### src/rtl/led_scan_capture.sv
// led_scan_capture
//   Receive side of the LED-matrix scanner. Watches the (x, y) lit-point
//   stream, rebuilds whole ROWS x COLS frames in a double-buffered register
//   store, and presents the last complete frame on a registered row-read
//   port together with a frame-done pulse, a frame counter and a sticky
//   row-skip flag.
//
//   Frame boundaries are detected from the scan order itself. The generator
//   walks y downward, so any accepted point whose row is above the previous
//   point's row (a "wrap") starts a new frame. After enabling, the block first
//   hunts for a wrap (SYNC) so that the partial frame in flight is never
//   shown; from then on every wrap commits the frame just built.

module led_scan_capture #(
  parameter int COLS  = 8,
  parameter int ROWS  = 16,
  parameter int CNT_W = 8
) (
  input  logic                      CLK,
  input  logic                      RSTn,
  input  logic                      cap_en,
  input  logic                      pt_valid,
  input  logic [$clog2(COLS)-1:0]   x_in,
  input  logic [$clog2(ROWS)-1:0]   y_in,
  input  logic [$clog2(ROWS)-1:0]   rd_y,
  output logic [COLS-1:0]           rd_row,
  output logic                      frame_done,
  output logic [CNT_W-1:0]          frame_cnt,
  output logic                      seq_err
);

  localparam int XW = $clog2(COLS);
  localparam int YW = $clog2(ROWS);

  typedef enum logic [1:0] {
    IDLE    = 2'd0,
    SYNC    = 2'd1,
    CAPTURE = 2'd2
  } state_e;

  // ---------------------------------------------------------------------
  // State
  // ---------------------------------------------------------------------
  state_e            state_q;
  logic              wsel_q;        // bank currently being written
  logic [YW-1:0]     last_y_q;      // row of the most recent accepted point
  logic [CNT_W-1:0]  frame_cnt_q;
  logic              frame_done_q;
  logic              seq_err_q;
  logic [COLS-1:0]   rd_row_q;

  // Two frame banks; bank wsel_q is written, bank ~wsel_q is displayed.
  logic [COLS-1:0]   bank_q [2][ROWS];

  // ---------------------------------------------------------------------
  // Point decode
  // ---------------------------------------------------------------------
  logic              accept;        // point is seen by the capture logic
  logic              wrap;          // accepted point starts a new frame
  logic              commit;        // wrap while capturing: publish frame
  logic              lock;          // wrap while syncing: start first frame
  logic              store;         // point is written into a bank
  logic              skip;          // a row was jumped over inside a frame
  logic              wsel_d;        // write bank after this edge
  logic [COLS-1:0]   pt_mask;       // one-hot column of the current point

  // Classify the current strobe against the scan order and the FSM state.
  always_comb begin
    // NOTE: every signal gets a default before any branch so no path leaves
    // it unassigned; otherwise synthesis infers a latch to hold the old value.
    accept  = 1'b0;
    wrap    = 1'b0;
    commit  = 1'b0;
    lock    = 1'b0;
    store   = 1'b0;
    skip    = 1'b0;
    pt_mask = '0;

    if (pt_valid && cap_en && (state_q != IDLE)) begin
      accept  = 1'b1;
      wrap    = (y_in > last_y_q);
      pt_mask = COLS'(1) << x_in;

      if (state_q == CAPTURE) begin
        store  = 1'b1;
        commit = wrap;
        // Non-wrap means y_in <= last_y_q, so the difference is non-negative.
        skip   = !wrap && ((last_y_q - y_in) > YW'(1));
      end else begin
        lock   = wrap;
        store  = wrap;
      end
    end

    wsel_d = wsel_q ^ commit;
  end

  // ---------------------------------------------------------------------
  // Control FSM with registered status outputs
  // ---------------------------------------------------------------------

  // Sequence IDLE/SYNC/CAPTURE, swap banks on commit, track status flags.
  always_ff @(posedge CLK or negedge RSTn) begin
    // NOTE: clocked state uses non-blocking assignments so every register
    // samples pre-edge values, independent of statement order.
    if (!RSTn) begin
      state_q      <= IDLE;
      wsel_q       <= 1'b0;
      last_y_q     <= YW'(ROWS - 1);
      frame_cnt_q  <= '0;
      frame_done_q <= 1'b0;
      seq_err_q    <= 1'b0;
    end else begin
      frame_done_q <= commit;
      wsel_q       <= wsel_d;

      if (accept) begin
        last_y_q <= y_in;
      end

      if (commit) begin
        frame_cnt_q <= frame_cnt_q + CNT_W'(1);
      end

      if (skip) begin
        seq_err_q <= 1'b1;
      end

      if (!cap_en) begin
        state_q <= IDLE;
      end else begin
        unique case (state_q)
          IDLE:    state_q <= SYNC;
          SYNC:    if (lock) state_q <= CAPTURE;
          CAPTURE: state_q <= CAPTURE;
          default: state_q <= IDLE;
        endcase
      end
    end
  end

  // ---------------------------------------------------------------------
  // Frame store
  // ---------------------------------------------------------------------

  // Write the point into the write bank; a wrap first clears that bank so
  // the wrap point becomes the first point of the new frame.
  always_ff @(posedge CLK or negedge RSTn) begin
    if (!RSTn) begin
      // NOTE: the banks are reset explicitly because a blank display after
      // reset is part of the block's behaviour; this rules out RAM inference,
      // which is acceptable for a store this small.
      for (int b = 0; b < 2; b++) begin
        for (int r = 0; r < ROWS; r++) begin
          bank_q[b][r] <= '0;
        end
      end
    end else if (store) begin
      for (int r = 0; r < ROWS; r++) begin
        bank_q[wsel_d][r] <= (wrap ? '0 : bank_q[wsel_d][r]) |
                             ((YW'(r) == y_in) ? pt_mask : '0);
      end
    end
  end

  // ---------------------------------------------------------------------
  // Read port
  // ---------------------------------------------------------------------

  // Registered row read from the display bank, using the pre-edge bank select.
  always_ff @(posedge CLK or negedge RSTn) begin
    if (!RSTn) begin
      rd_row_q <= '0;
    end else begin
      rd_row_q <= bank_q[~wsel_q][rd_y];
    end
  end

  assign rd_row     = rd_row_q;
  assign frame_done = frame_done_q;
  assign frame_cnt  = frame_cnt_q;
  assign seq_err    = seq_err_q;

endmodule

### config.mk
export PLATFORM = sky130hd
export DESIGN_NAME = led_scan_capture
export DESIGN_NICKNAME = d
export VERILOG_FILES = /design/src/rtl/led_scan_capture.sv
export SDC_FILE = /design/constraint.sdc
export NUM_CORES = 1
export LEC_CHECK = 0
export CAP_MARGIN = 20
export CELL_PAD_IN_SITES_DETAIL_PLACEMENT = 2
export CELL_PAD_IN_SITES_GLOBAL_PLACEMENT = 2
export CORE_MARGIN = 2
export CORE_UTILIZATION = 40
export CTS_CLUSTER_DIAMETER = 30
export CTS_CLUSTER_SIZE = 16
export DETAILED_ROUTE_END_ITERATION = 8
export GPL_TIMING_DRIVEN = 1
export PLACE_DENSITY_LB_ADDON = 0.3
export REMOVE_ABC_BUFFERS = 1
export SKIP_LAST_GASP = 1
export SYNTH_ARGS = -nofsm -noshare
export SYNTH_HDL_FRONTEND = slang
export SYNTH_SLANG_ARGS = --single-unit
export TNS_END_PERCENT = 1
### constraint.sdc
create_clock -name CLK -period 3.35 [get_ports CLK]
set_input_delay 0.67 -clock CLK [delete_from_list [all_inputs] [get_ports CLK]]
set_output_delay 0.67 -clock CLK [all_outputs]
set_load 0.02 [all_outputs]
==> results of run 1 <==
-- flip-flops by register name, summed over array words and instances, names as in the netlist --
register,cells
bank_q,256
frame_cnt,8
frame_done,1
last_y_q,4
rd_row,8
seq_err,1
state_q,2
wsel_q,1
-- worst max-delay path, cell delays in order --
cell	delay, ps
clkdlybuf4s50_1	490
ha_1	180
inv_1	80
fa_1	430
a21oi_2	290
o211ai_1	250
buf_12	270
buf_12	200
a221oi_1	430
a31oi_1	90
-- cells in the mapped netlist, types with 3 or more instances --
library cell  instances  share of area
nand4_1               5         0.0019
a32oi_1               6         0.0032
a21oi_1             139          0.043
buf_2                42          0.013
dfstp_2               4         0.0064
inv_1                 8         0.0018
clkbuf_1            153          0.035
buf_1                10         0.0023
a211oi_1              4         0.0018
mux2i_1               4         0.0025
buf_4                 3         0.0014
nor2b_1               5         0.0019
dfrtp_1             277           0.43
a221oi_1            120          0.064
and2_1                4         0.0015
xnor2_1              10         0.0054
nand2_1             211          0.049
mux4_2               80           0.11
nor3_1               12         0.0037
nand3_1              77          0.024
nand2b_1              3         0.0012
mux2_2               11         0.0076
a31oi_1             124          0.048
a21boi_0              5         0.0023
ha_1                  9         0.0069
nor2_1               18         0.0041
buf_6                 7         0.0048
a22oi_1             246           0.11
-- cells in the final DEF, fill, tap and decap left out, types with 4 or more instances in the layout --
cell type,n
and2_1,4
mux2_2,11
buf_4,70
mux4_2,80
mux2i_1,4
nand3_1,77
clkbuf_8,7
clkbuf_16,83
a21boi_0,5
nor3_1,6
nor2_1,8
nand2_1,211
ha_1,9
nor2_2,10
clkbuf_1,9
buf_12,35
a211oi_1,4
bufinv_16,15
inv_1,8
dfstp_2,4
a21oi_1,139
a221oi_1,120
a31oi_1,124
clkinv_2,20
dfrtp_1,276
a22oi_1,246
a32oi_1,6
nand4_1,5
inv_6,4
xnor2_1,9
nor3_2,6
clkinvlp_4,9
clkdlybuf4s50_1,29
-- how the worst max path moves through the flow --
stage | slack (ps) | to | cells after the start
after floorplan | -8660 | frame_cnt[3]$_DFFE_PN0P_ | 8
after global placement | 120 | bank_q[127]$_DFFE_PN0P_ | 10
after CTS | 410 | bank_q[53]$_DFFE_PN0P_ | 10
final | 360 | bank_q[53]$_DFFE_PN0P_ | 10
after global routing | 280 | bank_q[53]$_DFFE_PN0P_ | 10
after detailed placement | -50 | bank_q[105]$_DFFE_PN0P_ | 10
-- cell families after synthesis --
group,Yosys count
multiplexers,95
AND/OR/NAND/NOR,349
buffers and inverters,224
AO/OA/AOI/OAI,652
flip-flops,281
XOR/XNOR,11
adder cells (fa/ha/maj),10
-- per-layer routing --
layer / up-vias / track usage / wire, um
met5: - / 0 / 0
met4: 0 / 0.168 / 3150
met3: 215 / 0.0637 / 3740
met2: 611 / 0.580 / 35200
met1: 8315 / 0.403 / 27300
li1: 6458 / - / -
-- metrics by stage --
step                      instances  cell area, um^2
after detailed placement       2067            17600
final                          2218            20600
after global routing           2218            20600
after CTS                      2218            20600
after floorplan                1407            15400
after global placement         2067            17600
-- power breakdown --
part	internal, W	total, W	switching, W
sequential	0.00504	0.00660	0.00156
clock	0.00582	0.00835	0.00253
combinational	0.00350	0.00765	0.00414
-- layout make-up --
type                    count  area [um^2]
repair buffers            135         1530
flip-flops and latches    281         7040
fillers                  3890        19500
clock buffers              99         2210
clock inverters            52          703
well taps                 525          657
inverters                   9         33.8
multi-input cells        1117         8380
==> metrics.cfg, run 1 <==
[yosys]
yosys.cell_types.count = 48
synth_ff_type = dfrtp_1
avgSynthCellArea_um2 = 10.0
async_flop_share = 1.00
yosys_warnings = 0
ys_seq_area_frac = 0.432
synth_compound_area_frac = 0.279
synth_fa_ha_area_frac = 0.00814
synthSimpleGateAreaFrac = 0.0957
synthCells = 1622
synth_edf_count = 0
synthMuxAreaShare = 0.121
ys_ff_latch = 281
synthXorXnorAreaFrac = 0.00591
synth_top_family_by_area = compound AO/OA/AOI/OAI gates
netlist_area_um2 = 16300

[sta]
final.period_utilization = 0.892
max_slew_margin = 0.536
setup_tns_ps = 0
setup_slack_ps = 363
worst_pin_slew_ps = 695
max_freq_mhz = 335
rsz0062_at_grt = false
min_period_ps = 2990
final_max_slew_viol_count = 0
skew_ps = 16.8
setup_viol = 0
fin_hold_ws_ps = 46.0
hold_viol_final = 0

[grt]
grt.overflow.total = 0
grt_pass1_vias = 17836
antenna_found_initial = 0
grt_pass1_wl_um = 109000
grt_max_degree = 86
grt_util_all_layers = 0.337

[clock_network]
h-tree-depth = 3
clk_path_buf_depth = 3
post_cts_buffers = 0
clock_sinks = 281
ctsHoldBuffers = 0
clk_pin_slew_ps = 40
clkLatencyLatePin_ps = 610
cts-root-buf = clkbuf_16
numCtsBuffers = 82
ctsResizeCount = 0
tritoncts = done

[status]
status = completed

[floorplan]
die_area_um2 = 42400
die_h_um = 206
initial_core_util = 0.407
fp.dieW_um = 206
coreArea_um2 = 40000
rows = 73
io_pins = 33

[critical_path]
crit_fanout = 35
critPathRequiredTime_ps = 3790
cp-end-kind = flop
startpoint = y_in[0]
r2r_setup_slack_ps = 530
start_kind = input pin
reg2reg_to = bank_q[53]$_DFFE_PN0P_
r2r_start = state_q[0]$_DFFE_PN0P_
critPathKind = in2reg
r2r_cells = 8
cp_data_arrival_time_ps = 3430

[detailed_routing]
drc = 0
post_drt_wl_per_cell_um = 31.3
dr.pass1.iters = 5
routed_wl_um = 69500
antenna_left = 0
via_count = 15599
avgViaCountPerCell = 7.03
first_iter_violations = 1349

[place]
hpwlAfterDp_um = 35600
port_buffers = 32
dp_slack_ps = -49.1
gp_congestion = 0.746

[layout]
nets = 1651
drive_gt1_frac = 0.220
diodes = 0
post-route-util = 0.514
syn_to_final_growth_pct = 26.1

[pwr]
power-per-cell-area_nw_per_um2 = 1100
leakage_nw = 8.19
ir_worst_vdd_mv = 0.631
power_w = 0.0226

[min_path]
worst_hold_path_type = in2async

[job]
cap_violations = 0

(Power assumes the default switching activity.)
==> run 2, diff against run 1 <==
Settings changed: ABC_CLOCK_PERIOD_IN_PS from default to 3350, GPL_ROUTABILITY_DRIVEN from default to 0.
==> results of run 2 <==
Final layout, timing and power as in run 1 (identical DEF).
==> patch (config.mk and constraints of run 2) <==
Reset style: synchronous (`RSTn`), changed in 3 clocked blocks.
--- a/src/rtl/led_scan_capture.sv
+++ b/src/rtl/led_scan_capture.sv
@@ -100,7 +100,7 @@
   // ---------------------------------------------------------------------
 
   // Sequence IDLE/SYNC/CAPTURE, swap banks on commit, track status flags.
-  always_ff @(posedge CLK or negedge RSTn) begin
+  always_ff @(posedge CLK) begin
     // NOTE: clocked state uses non-blocking assignments so every register
     // samples pre-edge values, independent of statement order.
     if (!RSTn) begin
@@ -145,7 +145,7 @@
 
   // Write the point into the write bank; a wrap first clears that bank so
   // the wrap point becomes the first point of the new frame.
-  always_ff @(posedge CLK or negedge RSTn) begin
+  always_ff @(posedge CLK) begin
     if (!RSTn) begin
       // NOTE: the banks are reset explicitly because a blank display after
       // reset is part of the block's behaviour; this rules out RAM inference,
@@ -168,7 +168,7 @@
   // ---------------------------------------------------------------------
 
   // Registered row read from the display bank, using the pre-edge bank select.
-  always_ff @(posedge CLK or negedge RSTn) begin
+  always_ff @(posedge CLK) begin
     if (!RSTn) begin
       rd_row_q <= '0;
     end else begin
Function: not settled (the Yosys comparison gave no result); the edit may change what the design does.
==> patch against run 2 <==
Routed wire length down 12%. Synthesized area shrank 2.6%. Sequential cell count stayed put. Fmax fell by 0.68%. Critical path type unchanged. Critical path depth is 2 higher. Clock skew up 0.0049 ns. Worst setup slack worse by 0.020 ns. Highest routed layer unchanged. Design area decreased by 4.0%. Largest cell class is now sequential cells. Via count fell by 19%. Non-clock buffer count shrank 12.
Power is not compared: it rests on default switching activity, and its combinational part moved more than twofold at a synthesized area within 25%.
==> patch: results (changes against run 2) <==
[final_layout]
clkCellAreaFrac = 0.132  ; -0.00954
seqCellArea_sq_um = 8190  ; +16%
n_all_buffers = 123  ; -8.9%
layout.cells.non_filler = 2083  ; -6.1%
layout-drive-gt1-share = 0.252  ; +0.0327
final.fill_count = 3777  ; -2.9%
multi_input_cells = 1005  ; -10%
final-nonclk-buf-share = 0.0644  ; -0.0101
area_growth_pct = 24.3
multi_input_area_share = 0.354  ; -0.0538
design.seq.count = 281  ; unchanged
final_nets = 1525  ; -7.6%
n_clock_buffer = 102  ; +3.0%

[grt]
grtUsageTotal = 0.300  ; -0.0370
use_met2 = 0.529  ; -0.0506
grt_pass1_wl_um = 92800  ; -15%
grt_max_degree = 121  ; +41%
met1_usage = 0.363  ; -0.0402

[synth]
synth_edf_count = 256  ; +256
synthTopCellsByCount = 406 x nand2_1, 263 x a21oi_1, 256 x edfxtp_1, 138 x mux2_2, 55 x buf_2
synthArstFlopShare = 0  ; -1.00
yosys-top-cells-area = edfxtp_1 48%, mux2_2 9.8%, nand2_1 9.6%
seq_area_frac_synth = 0.516  ; +0.0840
synth_xor_area_frac = 0.00599  ; +0.0000782
synth_compound_area_frac = 0.101  ; -0.178
syn_area_per_cell_sq_um = 11.3  ; +13%
synthAdderAreaFrac = 0.00836  ; +0.000216
yosys.cell_types.count = 54  ; +13%
ys.flop_type = edfxtp_1
synth_top_family_by_area = multiplexers
synth_mux_area_frac = 0.201  ; +0.0808

[timing]
holdWs_ns = 0.535  ; +0.489 ns
setup_tns_ns = 0  ; unchanged
fmax_mhz = 333  ; -0.68%
fin_skew_ns = 0.0217  ; +0.00490 ns
maxSlewHeadroom = 0.529  ; -0.00665

[clocking]
cts_post_setup_buffers_inserted = 0  ; unchanged
cts-buffers-inserted = 80  ; -2.4%
clock_latency_ns = 0.59  ; -0.02 ns

[hold_path]
worst_hold_path_type = reg2reg

[detailed_routing]
met3_length_um = 3490  ; -6.8%
wl_um = 61100  ; -12%
viasPerCell = 6.06  ; -14%
m1WireLength_um = 24100  ; -12%
drt_iter0_markers = 872  ; -35%

[placement]
place_ws_ns = -0.120  ; -0.0713 ns
dp_hpwl_um = 33000  ; -7.2%
dp.cells = 1936  ; -6.3%
placed_area_sq_um = 17100  ; -2.9%

[critical_path]
critPathArrivalTime_ns = 3.40  ; -0.03 ns
crit_fanout = 18  ; -49%
r2r_slack_ns = 0.57  ; +0.04 ns

[run_status]
status = finished, final reports clean

[floorplan]
coreArea_sq_um = 38900  ; -2.7%

[pwr]
vdd.ir_drop.worst_mv = 0.434

## patch: critical path, cell delays in order
cell and delay [ns]:
clkdlybuf4s50_1 0.50, ha_1 0.19, inv_1 0.06, fa_1 0.40
a21o_1 0.22, a21oi_4 0.19, buf_4 0.16, nand2_1 0.10
a2bb2oi_4 0.21, buf_4 0.23, buf_12 0.18, a21oi_1 0.25
## patch: report_power, final
| group | switching (mW) | total, mW | internal, mW |
|---|---|---|---|
| sequential | 0.100 | 4.06 | 3.96 |
| clock | 2.38 | 7.54 | 5.16 |
| combinational | 0.435 | 0.740 | 0.305 |
| total | 2.91 | 12.3 | 9.43 |
## patch: worst paths after layout
| kind | start | to | cells after the start |
|---|---|---|---|
| max | y_in[0] | bank_q[0][67] | 12 |
| min | last_y_q[0] | last_y_q[0] | 2 |
| max reg2reg | last_y_q[0] | bank_q[0][67] | 12 |
| min reg2reg | last_y_q[0] | last_y_q[0] | 2 |
